`src/rtl/eight_bit_cla.sv`:
```
// eight_bit_cla
//   Registered 8-bit carry-lookahead adder: {cout,sout} = a + b + cin, with signed overflow.
//   Two 4-bit lookahead groups produce group generate/propagate terms. A second-level
//   lookahead unit turns those into the carries into bit 4 and out of bit 7. Neither
//   level ripples a carry. The result is captured on the rising edge and is visible
//   one cycle after a valid input.
// Ports
//   clk        in   1  clock, rising edge
//   rst_n      in   1  synchronous active-low reset
//   in_valid   in   1  a/b/cin valid; an add is captured on this edge
//   a, b       in   8  addends (unsigned, or two's complement for ovf)
//   cin        in   1  carry-in
//   out_valid  out  1  outputs hold the add captured on the previous edge
//   sout       out  8  sum
//   cout       out  1  carry out of bit 7
//   ovf        out  1  signed overflow
module eight_bit_cla (
  input  logic       clk,
  input  logic       rst_n,
  input  logic       in_valid,
  input  logic [7:0] a,
  input  logic [7:0] b,
  input  logic       cin,
  output logic       out_valid,
  output logic [7:0] sout,
  output logic       cout,
  output logic       ovf
);

  // 4-bit lookahead group: returns {GG, GP, c3, c2, c1}. Each internal carry is
  // a flat sum of products of g/p and the group carry-in.
  function automatic logic [4:0] cla4(input logic [3:0] g, input logic [3:0] p,
                                      input logic ci);
    logic c1, c2, c3, gg, gp;
    c1 = g[0] | (p[0] & ci);
    c2 = g[1] | (p[1] & g[0]) | (p[1] & p[0] & ci);
    c3 = g[2] | (p[2] & g[1]) | (p[2] & p[1] & g[0]) | (p[2] & p[1] & p[0] & ci);
    gg = g[3] | (p[3] & g[2]) | (p[3] & p[2] & g[1]) | (p[3] & p[2] & p[1] & g[0]);
    gp = &p;
    return {gg, gp, c3, c2, c1};
  endfunction

  logic [7:0] w_g;
  logic [7:0] w_p;
  logic [7:0] w_c;
  logic [4:0] w_grp0;
  logic [4:0] w_grp1;
  logic       w_c4;
  logic       w_c8;
  logic [7:0] w_sum;
  logic       w_ovf;

  logic       r_out_valid;
  logic [7:0] r_sout;
  logic       r_cout;
  logic       r_ovf;

  // Two-level lookahead datapath: bit g/p, group terms, second-level carries, sum.
  always_comb begin
    w_g    = a & b;
    w_p    = a ^ b;
    w_grp0 = cla4(w_g[3:0], w_p[3:0], cin);
    // The group carry-in term for group 1 cancels out of GG/GP. The internal
    // carries of group 1 are recomputed below once c4 is known.
    w_grp1 = cla4(w_g[7:4], w_p[7:4], 1'b0);
    // Second level: both carries are built only from group terms and cin.
    w_c4   = w_grp0[4] | (w_grp0[3] & cin);
    w_c8   = w_grp1[4] | (w_grp1[3] & w_grp0[4]) | (w_grp1[3] & w_grp0[3] & cin);
    w_grp1 = cla4(w_g[7:4], w_p[7:4], w_c4);
    w_c    = {w_grp1[2:0], w_c4, w_grp0[2:0], cin};
    w_sum  = w_p ^ w_c;
    // The carry into the sign bit differs from the carry out exactly on signed overflow.
    w_ovf  = w_c8 ^ w_c[7];
  end

  // Result register: reset wins over in_valid, and outputs hold while idle.
  always_ff @(posedge clk) begin
    if (!rst_n) begin
      r_out_valid <= 1'b0;
      r_sout      <= 8'h00;
      r_cout      <= 1'b0;
      r_ovf       <= 1'b0;
    end else begin
      r_out_valid <= in_valid;
      if (in_valid) begin
        r_sout <= w_sum;
        r_cout <= w_c8;
        r_ovf  <= w_ovf;
      end else begin
        r_sout <= r_sout;
        r_cout <= r_cout;
        r_ovf  <= r_ovf;
      end
    end
  end

  assign out_valid = r_out_valid;
  assign sout      = r_sout;
  assign cout      = r_cout;
  assign ovf       = r_ovf;

endmodule

```
`config.mk`:
```
export PLATFORM = sky130hd
export DESIGN_NAME = eight_bit_cla
export DESIGN_NICKNAME = d
export VERILOG_FILES = /design/src/rtl/eight_bit_cla.sv
export SDC_FILE = /design/constraint.sdc
export NUM_CORES = 1
export LEC_CHECK = 0
export ABC_CLOCK_PERIOD_IN_PS = 4100
export BUFFER_PORTS_ARGS = -buffer_cell sky130_fd_sc_hd__buf_2
export CORE_ASPECT_RATIO = 0.6
export CORE_UTILIZATION = 35
export DETAILED_ROUTE_END_ITERATION = 7
export PLACE_DENSITY = 0.7
export SLEW_MARGIN = 10
export SYNTH_ARGS = -nofsm -noshare
export SYNTH_HDL_FRONTEND = slang
export SYNTH_SLANG_ARGS = --single-unit
```
`constraint.sdc`:
```
create_clock -name clk -period 4.1 [get_ports clk]
set_input_delay 0.41 -clock clk [delete_from_list [all_inputs] [get_ports clk]]
set_output_delay 0.41 -clock clk [all_outputs]
set_load 0.02 [all_outputs]
```
==> results.txt <==
outcome = complete, no violations
Crit Path Max Fanout = 3
RSZ-0062 raised after global routing = false
critical path launch point type = primary input
GRT overflow = 0
library cells used by synthesis = 39
Avg Vias per Cell = 5.02
Critical Setup Path Class = primary input to flop
Final Instance Area = 1010 um2
pin count of the biggest net entering global routing = 16
Max Cap Violations = 0
post-place instance area = 965 um2
final number of hold-violating endpoints = 0
Logic pwr share = 0.309
Sw Share = 0.315
largest family of logic cells by synthesized area = compound AO/OA/AOI/OAI gates
Arr. time, crit path = 2220 ps
synthesized-area fraction occupied by adder cells = 0.174
synthesized instance count = 90
Final Util = 0.467
first-pass GRT wire length = 3020 um
final setup fails = 0
Die Y = 39.2 um
Die W = 64.0 um
Post-Route WL = 1830 um
fin crit period = 2040 ps
DP HPWL = 1540 um
via count = 758
power density over the cells = 330 nW/um2
CTS Sinks = 11
Clock Latency Late Sink = 240 ps
fin cells = 151
gr usage total = 0.163
Reg power frac = 0.366
Static Leak = 0.512 nW
commonest non-fill, non-tap cells in the layout = 30 x buf_2, 11 x dfxtp_1, 8 x ha_1
post_cts resized = 0
DRT iter0 DRCs = 30
initial antenna violation count = 0
H-tree Lvls = 1
total power = 0.333 mW
Initial Utilization = 0.373
die area = 2510 um2
Fin Setup TNS = 0 ps
number of global-route vias before repair = 657
ys flop type = dfxtp_1
CTS tree = done
n_diodes = 0
clock share of power = 0.324
I/O Buffers = 30
endpoint class of the critical path = flop
Slew HR = 0.780
I/O Pins = 31
Max Fclk = 491 MHz
CTS max path bufs = 2
Final Hold Slack = 472 ps
routability congestion estimate = 0.836
Root Buffer = clkbuf_8
final-report max-slew violation count = 0
drt first pass iters = 4
Net Sw Power = 0.105 mW
worst hold path type = flop to flop
number of buffers added for setup after CTS = 0
simple-gate portion of the synthesized area = 0.200
slew at the pin with the worst max-slew slack = 329 ps
Critical Path RT = 4280 ps
Final Cycle Share = 0.497
core area = 2160 um2
net count reported at finish = 152
CTS Hold Bufs = 0
most common cell after layout, fill and taps aside = buf_2
dpl ws = 1810 ps
Compound-Gate Fraction of Synth Area = 0.262
area grow syn2layout = 25.1%
share of post-route cells with drive strength above 1 = 0.331
mux contribution to synthesized area = 0
Synth Area per Inst = 8.97 um2
xor/xnor share of the synthesized area = 0.0217
clk slew on worst S/H paths = 50 ps
CTS buffer count = 3
asr flop ratio synth = 0
area of the mapped netlist = 807 um2
Residual DRC = 0
Setup Skew = 0 ps
internal power = 0.228 mW
Peak supply drop = 0.0789 mV
post-route ant nets = 0
Post-synth EDFFs = 0
WL/cell = 12.1 um
YS warnings = 0
Syn Nets = 120
worst setup margin = 2060 ps
post-synthesis register bit count = 11
post-synthesis sequential area ratio = 0.273
num rows = 13
# placed instances = 147
[worst max-delay path: stages]
cell	delay [ps]
buf_2	110
ha_1	310
a211oi_2	280
nor2_1	110
o21a_1	200
nor2_1	120
fa_1	450
nand2_1	110
o211a_1	130
[state kept, by name, summed over array words and instances (netlist names)]
register and flops:
cout 1, ovf 1, sout 8, out_valid 1
[final cells by class]
| type | instances | area, um2 |
|---|---|---|
| fillers | 215 | 1150 |
| multi-input cells | 69 | 531 |
| flip-flops and latches | 11 | 220 |
| repair buffers | 30 | 150 |
| clock buffers | 4 | 45.0 |
| well taps | 30 | 37.5 |
| inverters | 7 | 26.3 |
[power groups by stage]
stage | clock [mW] | sequential (mW) | combinational (mW)
global route | 0.117 | 0.123 | 0.115
global placement | 0 | 0.124 | 0.100
detailed placement | 0 | 0.124 | 0.103
floorplan | 0 | 0.136 | 0.0595
finish | 0.108 | 0.122 | 0.103
CTS | 0.111 | 0.122 | 0.103
[cells by family after synthesis]
| kind of cell | count (synthesis) |
|---|---|
| DFF | 11 |
| adders and majority gates | 10 |
| buffers and inverters | 10 |
| and+or+nand+nor | 31 |
| xor gates and xnor gates | 2 |
| AOI/OAI and AO/OA | 26 |
[final timing paths]
| path | startpoint | end | slack, ps | cells past startpoint |
|---|---|---|---|---|
| worst max register to register | cout$_SDFFE_PN0P_ | cout$_SDFFE_PN0P_ | 3330 | 2 |
| worst min-delay path | sout[0]$_SDFFE_PN0P_ | sout[0]$_SDFFE_PN0P_ | 470 | 1 |
| worst min register to register | sout[0]$_SDFFE_PN0P_ | sout[0]$_SDFFE_PN0P_ | 470 | 1 |
| worst max-delay path | a[0] | sout[4]$_SDFFE_PN0P_ | 2060 | 9 |
[synth_stat cells (2+ instances only)]
master    count  share of area
buf_6         2          0.028
nand3_1       4          0.025
a21o_1        2          0.019
o31ai_1       2          0.019
nand4_1       2          0.016
fa_1          2          0.050
nand2_1       6          0.028
inv_1         7          0.033
nor2b_1       2          0.016
o211a_1       3          0.037
ha_1          8           0.12
a21oi_1       3          0.019
dfxtp_1      11           0.27
nor2_1        7          0.033
and2_1        2          0.016
o211ai_1      2          0.019
nor3_1        2          0.012
xor2_1        2          0.022
[layer usage]
metal | track usage | wire (um)
met3 | 0.0265 | 85
met4 | 0.0511 | 18
met5 | 0 | 0
met1 | 0.239 | 981
met2 | 0.239 | 748
Note: power is estimated with default switching activity, not from simulation.
